[src/rtl/ctrl_mem.sv]
// ctrl_mem: arbitrates two requesters onto memTrans with a fixed LAT-cycle access window.
// Define CTRL_MEM_RR_EN for round-robin arbitration; otherwise requester 0 wins every tie.
`ifndef Ndir
`define Ndir 7
`endif
module ctrl_mem #(
  parameter int unsigned LAT = 2
) (
  input  logic            CLK,
  input  logic            iCLR,
  input  logic            req0,
  input  logic            le0,
  input  logic [`Ndir:0]  dir0,
  input  logic [31:0]     dato0,
  input  logic            req1,
  input  logic            le1,
  input  logic [`Ndir:0]  dir1,
  input  logic [31:0]     dato1,
  output logic            gnt0,
  output logic            gnt1,
  output logic            ack0,
  output logic            ack1,
  output logic [31:0]     rdato,
  output logic [`Ndir:0]  mem_dir,
  output logic            mem_LE,
  output logic [31:0]     mem_dato_w,
  input  logic [31:0]     mem_dato_r,
  output logic            ocupado
);
  typedef enum logic [1:0] {REPOSO, ACCESO, FIN} state_t;
  state_t     state;
  logic [3:0] cnt;
  logic       pick1;
`ifdef CTRL_MEM_RR_EN
  logic       last;
  assign pick1 = req1 & (~req0 | ~last);
`else
  assign pick1 = req1 & ~req0;
`endif
  // mem_LE doubles as the latched operation: low during ACCESO means a read
  always_ff @(posedge CLK or negedge iCLR)
    if (!iCLR) begin
      state      <= REPOSO;
      cnt        <= '0;
      gnt0       <= 1'b0;
      gnt1       <= 1'b0;
      ack0       <= 1'b0;
      ack1       <= 1'b0;
      mem_LE     <= 1'b0;
      ocupado    <= 1'b0;
      mem_dir    <= '0;
      mem_dato_w <= '0;
      rdato      <= '0;
`ifdef CTRL_MEM_RR_EN
      last       <= 1'b1;
`endif
    end else
      case (state)
        REPOSO:
          if (req0 | req1) begin
            state      <= ACCESO;
            cnt        <= 4'(LAT - 1);
            gnt0       <= ~pick1;
            gnt1       <= pick1;
            mem_dir    <= pick1 ? dir1 : dir0;
            mem_LE     <= pick1 ? le1 : le0;
            mem_dato_w <= pick1 ? dato1 : dato0;
            ocupado    <= 1'b1;
`ifdef CTRL_MEM_RR_EN
            last       <= pick1;
`endif
          end
        ACCESO:
          if (cnt == 4'd0) begin
            state  <= FIN;
            mem_LE <= 1'b0;
            ack0   <= gnt0;
            ack1   <= gnt1;
            if (!mem_LE) rdato <= mem_dato_r;
          end else
            cnt <= cnt - 4'd1;
        FIN: begin
          state   <= REPOSO;
          gnt0    <= 1'b0;
          gnt1    <= 1'b0;
          ack0    <= 1'b0;
          ack1    <= 1'b0;
          ocupado <= 1'b0;
        end
        default: state <= REPOSO;
      endcase
endmodule

[config.mk]
export PLATFORM = sky130hd
export DESIGN_NAME = ctrl_mem
export DESIGN_NICKNAME = d
export VERILOG_FILES = /design/src/rtl/ctrl_mem.sv
export SDC_FILE = /design/constraint.sdc
export NUM_CORES = 1
export LEC_CHECK = 0
export BUFFER_PORTS_ARGS = -buffer_cell sky130_fd_sc_hd__buf_2
export CAP_MARGIN = 25
export CELL_PAD_IN_SITES_DETAIL_PLACEMENT = 0
export CELL_PAD_IN_SITES_GLOBAL_PLACEMENT = 1
export CORE_AREA = 5 5 107 109
export CTS_BUF_LIST = sky130_fd_sc_hd__clkbuf_8
export CTS_CLUSTER_SIZE = 12
export DETAILED_ROUTE_END_ITERATION = 10
export DIE_AREA = 0 0 112 114
export PLACE_DENSITY_LB_ADDON = 0.1
export SYNTH_ARGS = -nofsm -noshare
export SYNTH_HDL_FRONTEND = slang
export SYNTH_SLANG_ARGS = --single-unit
[constraint.sdc]
create_clock -name CLK -period 4.47 [get_ports CLK]
set_input_delay 0.447 -clock CLK [delete_from_list [all_inputs] [get_ports CLK]]
set_output_delay 0.447 -clock CLK [all_outputs]
set_load 0.02 [all_outputs]
=== Word-level counts from Yosys, hierarchy flattened ===
Index checks and enable logic that the tools add are counted.

* Input bits: 118
* Output and inout port bits: 78
* Register bits: 84

* Multiplexer cells: 22
* Bitwise logic cells: 5
* Add/subtract/negate cells: 1
* Equality and inequality tests: 5
* Reduce and logical (&&, ||, !) cells: 12

{| class="wikitable"
|+ Operators by type and width
! cell !! count
|-
| $mux 32 || 1
|-
| $pmux 1 s2 || 6
|-
| $reduce_and 3->1 || 3
|-
| $mux 1 || 8
|-
| $mux 4 || 2
|-
| $mux 8 || 1
|-
| $pmux 4 s2 || 1
|-
| $reduce_and 2->1 || 4
|-
| $ne 2x2->1 const B || 3
|-
| $reduce_bool 2->1 || 3
|-
| $logic_not 4->1 || 1
|-
| $mux 2 || 2
|-
| $pmux 2 s2 || 1
|-
| $sub 4x1->4 const B || 1
|-
| $not 1->1 || 3
|-
| $eq 2x1->1 const B || 1
|-
| $eq 2x2->1 const B || 1
|-
| $logic_not 2->1 || 1
|-
| $and 1x1->1 || 1
|-
| $or 1x1->1 || 1
|}

=== Logic depth before layout (Yosys ltp) ===
Gate-level depths: netlist of the first run.

* Word-level depth: 5
* Depth in mapped cells: 7
* Gate-level depth less buffers: 5

=== Least setup slack after synthesis of the first run ===
Ideal clock, no wire load.

* Path kind: register to register
* Start: register cnt[0]
* End: register rdato[0]
* Slack: 2.405 ns
* Required time: 4.345 ns
* Path buffers: 2
* Library setup time: 0.125 ns
* Data arrival time: 1.940 ns
* Stages on the path, launching flop included: 8
* Cell sequence: dfrtp_1 inv_1 ha_1 or3b_4 or3_1 buf_6 buf_12 mux2_4

* Word-level cells in the longest chain between the ends: 2

{| class="wikitable"
|+ Ends and longest elaborated chain
! what !! RTL line !! RTL
|-
| start: declaration || 32 || <nowiki>logic [3:0] cnt;</nowiki>
|-
| start signal: assignment || 62 || <nowiki>cnt <= 4'(LAT - 1);</nowiki>
|-
| start signal: assignment || 81 || <nowiki>cnt <= cnt - 4'd1;</nowiki>
|-
| $logic_not 4->1 || 74 || <nowiki>if (cnt == 4'd0) begin</nowiki>
|-
| $reduce_and 3->1 (no source line) || - ||
|-
| end signal: assignment || 79 || <nowiki>if (!mem_LE) rdato <= mem_dato_r;</nowiki>
|-
| end: declaration || 23 || <nowiki>output logic [31:0] rdato,</nowiki>
|}

Every way passes these cells.
A chain may end at the register's enable or synchronous reset.

=== Final worst setup path of the first run ===
* Start: register cnt[0]
* End: register rdato[20]

The elaborated chain is that of the path after synthesis.

==> results of run 1 <==
==> logic make-up after synthesis <==
logic type | share of synthesized area, %
buffers and inverters | 4.37
DFF | 57.4
and+or+nand+nor | 10.2
AOI/OAI and AO/OA | 14.5
adders and majority gates | 0.342
muxes | 13.2
==> sequential cells by signal, indices dropped and copies added, names as in the netlist, 2 cells and up <==
register and cells:
cnt 4, mem_dir 8, mem_dato_w 32, state 2, rdato 32
==> metrics by stage <==
stage | worst slack [ps] | cell area, um^2 | power (W) | utilization [%]
6_report | 1890 | 5000 | 0.00379 | 47.6
5_1_grt | 1740 | 5000 | 0.00406 | 47.6
4_1_cts | 1890 | 5000 | 0.00385 | 47.6
3_5_place_dp | 1890 | 4780 | 0.00324 | 45.5
3_3_place_gp | 1950 | 4730 | 0.00320 | 45.0
2_1_floorplan | 2400 | 3660 | 0.00264 | -
==> area by class of cell <==
cell class / count / share of cell area [%]
clock buffer: 12 / 3.30
tap: 140 / 3.50
multi-input combinational: 155 / 28.4
clock inverter: 4 / 1.13
timing repair buffer: 200 / 21.1
inverter: 8 / 0.600
sequential: 84 / 42.0
==> worst max-delay path by stage <==
stage               startpoint   endpoint  slack (ps)  depth (start not counted)
detailed placement      cnt[0]  rdato[29]        1890                          5
floorplan               cnt[0]   rdato[0]        2400                          7
global placement        cnt[0]  rdato[26]        1950                          5
finish                  cnt[0]  rdato[20]        1890                          5
global route            cnt[0]  rdato[15]        1740                          5
CTS                     cnt[0]  rdato[15]        1890                          5
==> critical path, cell delays in order (launching register included) <==
cell and delay, ps:
dfrtp_1 380, inv_1 80, ha_1 230, or3b_4 430, or3_2 900, mux2_4 440
==> cell usage in the layout (no fill, tap or decap), drive strengths merged, types with 3 or more instances in the layout <==
master / Yosys / final
clkinv: 0 / 3
mux2: 33 / 33
o21ai: 9 / 9
inv: 8 / 8
and2: 41 / 41
clkbuf: 13 / 12
a21oi: 4 / 4
dfrtp: 84 / 84
buf: 6 / 200
nand2: 3 / 3
nor2: 4 / 4
a221o: 40 / 40
==> power breakdown <==
group / internal [W] / switching (W) / total, W
combinational: 0.000854 / 0.000993 / 0.00185
sequential: 0.00113 / 0.000225 / 0.00136
clock: 0.000307 / 0.000279 / 0.000586
==> metal layers <==
| metal | share of wire [%] | up-vias |
|---|---|---|
| li1 | - | 1366 |
| met1 | 45 | 1360 |
| met2 | 45 | 126 |
| met3 | 8.2 | 11 |
| met4 | 1.4 | 0 |
| met5 | 0 | - |
==> reports/qor.yml, run 1 <==
avgSynthCellArea_um2: 13.8
synth_nets: 385
ys_top_cells_by_count: "dfrtp_1, and2_1, a221o_1"
design.die.area_mm2: 0.0128
finalHoldViolations: 0
async_flop_share_pct: 100
wl_um: 9790
postCtsSetupBuffers: 0
synthFlopType: "dfrtp_1"
antenna_cells: 0
peakVddDrop_uv: 303
synth-seq-cells: 84
num-nets-final: 577
status: "completed"
worst_pin_slew_ps: 1000
grtUsageMet3_pct: 5.78
num_io_pins: 196
synth_top_area_share_pct: 57.4
h-tree-depth: 3
fmax_ghz: 0.388
vias: 2863
seq_area_mm2: 0.00210
grt_max_degree: 56
cts_tree: "done"
synth_area_mm2: 0.00366
ant_nets: 0
place_inst: 587
grt_setup_unrepaired: "false"
antenna_found_initial: 0
area_growth_pct: 36.6
grt_pass1_vias: 3071
setup_viol: 0
multi_input_area_mm2: 0.00142
drc: 0
fin_cells: 603
required_ps: 4700
crit_path_start_kind: "flop"
cts_buffers: 9
cp-end-kind: "flop"
drt-wirelength-per-cell_um: 16.2
syn_inst: 266
die_x_um: 112
overflow: 0
core.rowCount: 38
initial_core_util_pct: 34.9
fin_hold_ws_ps: 6.23
reg2reg_slack_ps: 1890
ctsHoldBuffers: 0
period_minus_slack_ps: 2580
synth_most_common_cell: "dfrtp_1"
hp-class: "in2async"
synth_edf_count: 0
cts.sinks: 84
clk_pin_slew_ps: 90
track_usage_pct: 15.6
drt-initial-drc-count: 109
fin_skew_ps: 17.9
die_height_um: 114
clockBufferDepth: 2
cellLeakagePower_nw: 2.62
core_mm2: 0.0105
r2r-end: "rdato[20]"
clock_latency_ps: 360
fillers: 980
yosysTopAreaCell: "dfrtp_1"
maxCapViolCount: 0
place_congestion: 0.737
worstSetupPathType: "reg2reg"
grt.busiest_layer: "met2"
fin_crit_sh_pct: 57.7
dp_hpwl_um: 7020
groute.layer.met1.usage_pct: 20.7
vias_per_cell: 4.75
arrival_ps: 2810
drt_first_pass_iters: 4
slew-limit-headroom_pct: 33.1
io_buffers: 195
synth_area_leaders: "dfrtp_1, mux2_4, a221o_1"
synth_seq_area_share_pct: 57.4
reg2reg_depth: 5
yosys_warnings: 0
grt_pass1_wl_um: 15800
drv_slew: 0
path_max_fanout: 32
grt.met2_usage_pct: 23.7
setup_tns_ps: 0
timing.rr.start: "cnt[0]"
p_per_area_mw_per_mm2: 758
synth_cell_types: 32
root_buffer: "clkbuf_8"
cts_resized: 0
layout-drive-gt1-share_pct: 55.3
(Power assumes the default switching activity.)
==> run 2: changes to the inputs <==
--- a/config.mk
+++ b/config.mk
@@ -9,11 +9,11 @@
 export CAP_MARGIN = 25
 export CELL_PAD_IN_SITES_DETAIL_PLACEMENT = 0
 export CELL_PAD_IN_SITES_GLOBAL_PLACEMENT = 1
-export CORE_AREA = 5 5 107 109
+export CORE_AREA = 5 5 109 111
 export CTS_BUF_LIST = sky130_fd_sc_hd__clkbuf_8
 export CTS_CLUSTER_SIZE = 12
 export DETAILED_ROUTE_END_ITERATION = 10
-export DIE_AREA = 0 0 112 114
+export DIE_AREA = 0 0 114 116
 export PLACE_DENSITY_LB_ADDON = 0.1
 export SYNTH_ARGS = -nofsm -noshare
 export SYNTH_HDL_FRONTEND = slang
==> constraint.sdc (replaced) <==
create_clock -name CLK -period 2.7 [get_ports CLK]
set_input_delay 0.27 -clock CLK [delete_from_list [all_inputs] [get_ports CLK]]
set_output_delay 0.27 -clock CLK [all_outputs]
set_load 0.02 [all_outputs]
==> reports/qor.yml, run 2 (same netlist as run 1, synthesis figures left out) <==
place_congestion: 0.785  # was 0.737
highest_layer: "met4"  # unchanged
drt_first_pass_iters: 4  # unchanged
setup_viol: 0  # unchanged
antenna_found_initial: 0  # unchanged
clockBufferDepth: 2  # unchanged
max_stage_delay_ps: 460  # was 900 ps
dp_hpwl_um: 7560  # was 7020 um
root_buffer: "clkbuf_8"  # unchanged
slowest_stage: "or3_2"  # unchanged
cts_tree: "done"  # unchanged
drt-initial-drc-count: 122  # was 109
core_mm2: 0.0107  # was 0.0105 mm^2
overflow: 0  # unchanged
fmax_ghz: 0.425  # was 0.388 GHz
finalHoldViolations: 0  # unchanged
fin_cells: 605  # was 603
p_per_area_mw_per_mm2: 1250  # was 758 mW/mm^2
reg2reg_depth: 6  # was 5
core.rowCount: 38  # unchanged
cts_buffers: 9  # unchanged
drt-wirelength-per-cell_um: 16.6  # was 16.2 um
grt_max_degree: 46  # was 56
layout-drive-gt1-share_pct: 55.1  # was 55.3%
dpl_worst_slack_ps: 341  # was 1890 ps
postLayoutCoreUtil_pct: 46.8  # was 47.6%
vias_per_cell: 4.67  # was 4.75
wl_um: 10100  # was 9790 um
cellLeakagePower_nw: 2.62  # about the same
required_ps: 2930  # was 4700 ps
grt_pass1_wl_um: 15300  # was 15800 um
drv_slew: 0  # unchanged
worstSetupPathType: "reg2reg"  # unchanged
maxCapViolCount: 0  # unchanged
status: "completed"  # unchanged
clk_pin_slew_ps: 90  # about the same
h-tree-depth: 3  # unchanged
num_io_pins: 196  # unchanged
area_growth_pct: 36.8  # was 36.6%
place_inst: 589  # was 587
vias: 2825  # was 2863
wl_met2_um: 4320  # was 4390 um
cts.sinks: 84  # unchanged
antenna_cells: 0  # unchanged
period_minus_slack_ps: 2350  # was 2580 ps
fillers: 1051  # was 980
hp-class: "in2reg"  # was in2async
crit_path_start: "cnt[0]"  # unchanged
timing.rr.start: "cnt[0]"  # unchanged
path_max_fanout: 32  # unchanged
fin_skew_ps: 16.9  # was 17.9 ps
dr_wl_met3_um: 950  # was 806 um
design.die.area_mm2: 0.0132  # was 0.0128 mm^2
timing.final.ws_setup_ps: 348  # was 1890 ps
hp-start: "dato0[6]"
die_height_um: 116  # was 114 um
track_usage_pct: 14.7  # was 15.6%
num-nets-final: 580  # was 577
peakVddDrop_uv: 451  # was 303 uV
grt_pass1_vias: 2965  # was 3071
slew-limit-headroom_pct: 62.1  # was 33.1%
wl_met1_um: 4650  # was 4450 um
setup_tns_ps: 0  # unchanged
final_common_cell: "buf_2"  # unchanged
path_cells: "inv_1 -> ha_1 -> or3b_4 -> or3_2 -> buf_4 -> mux2_4"  # was inv_1 -> ha_1 -> or3b_4 -> or3_2 -> mux2_4
io_buffers: 195  # unchanged
drc: 0  # unchanged
grt_setup_unrepaired: "false"  # unchanged
cp-end-kind: "flop"  # unchanged
worst_pin_slew_ps: 566  # was 1000 ps
initial_core_util_pct: 34.2  # was 34.9%
reg.largest.list: "mem_dato_w x32, rdato x32, mem_dir x8"  # unchanged
most-common-layout-cells: "buf_2, dfrtp_1, and2_1, a221o_1, mux2_4"  # unchanged
clock_latency_ps: 350  # was 360 ps
ant_nets: 0  # unchanged
fin_crit_sh_pct: 87.1  # was 57.7%
whs_path_depth: 2
crit_path_start_kind: "flop"  # unchanged
die_x_um: 114  # was 112 um
arrival_ps: 2580  # was 2810 ps
-- run 2: worst max-delay path, delay by kind of cell (launching register included) --
family	cells	cell delay, ps
flops	1	380
fa+ha+maj	1	210
mux	1	360
buf+inv	2	390
simple gates	2	890
-- run 2: report_power, final --
group          internal, W  switching (W)  leakage [nW]
sequential         0.00188       0.000374          1.02
clock             0.000472       0.000438         0.103
combinational      0.00142        0.00166          1.51
-- run 2: final cells by class --
| class | instances | area [um^2] | area share (%) |
|---|---|---|---|
| inverter | 8 | 30.0 | 0.600 |
| multi-input combinational | 155 | 1420 | 28.3 |
| clock inverter | 4 | 50.0 | 0.999 |
| timing repair buffer | 203 | 1080 | 21.6 |
| tap | 140 | 175 | 3.50 |
| sequential | 84 | 2100 | 42.0 |
| clock buffer | 11 | 151 | 3.02 |
-- run 2: repair_timing --
action | in CTS | in global routing
hold buffers | 1 | 0
resized for setup | 0 | 0
buffers inserted | 0 | 0
endpoints found under the hold margin | 39 | 0
-- run 2: through the flow --
step | power [W] | hold WS, ps | instance area (um^2)
after CTS | 0.00634 | 126 | 5010
after global routing | 0.00666 | 118 | 5010
after detailed placement | 0.00539 | 293 | 4800
after floorplan | 0.00437 | -25.6 | 3660
after global placement | 0.00532 | 484 | 4740
final | 0.00624 | 147 | 5010
-- run 2: path summary, 6_finish.rpt --
path | to | slack (ps)
max | rdato[29] | 350
min | mem_dato_w[6] | 150
min reg2reg | rdato[17] | 510
min in group asynchronous | rdato[31] | 440
max in group asynchronous | mem_dir[5] | 1640
max reg2reg | rdato[29] | 350
-- run 2: routing by layer --
layer | global-route usage [%] | up-vias
li1 | - | 1372
met3 | 5.07 | 13
met4 | 4.43 | 0
met1 | 21.0 | 1300
met5 | 0 | -
met2 | 21.2 | 140
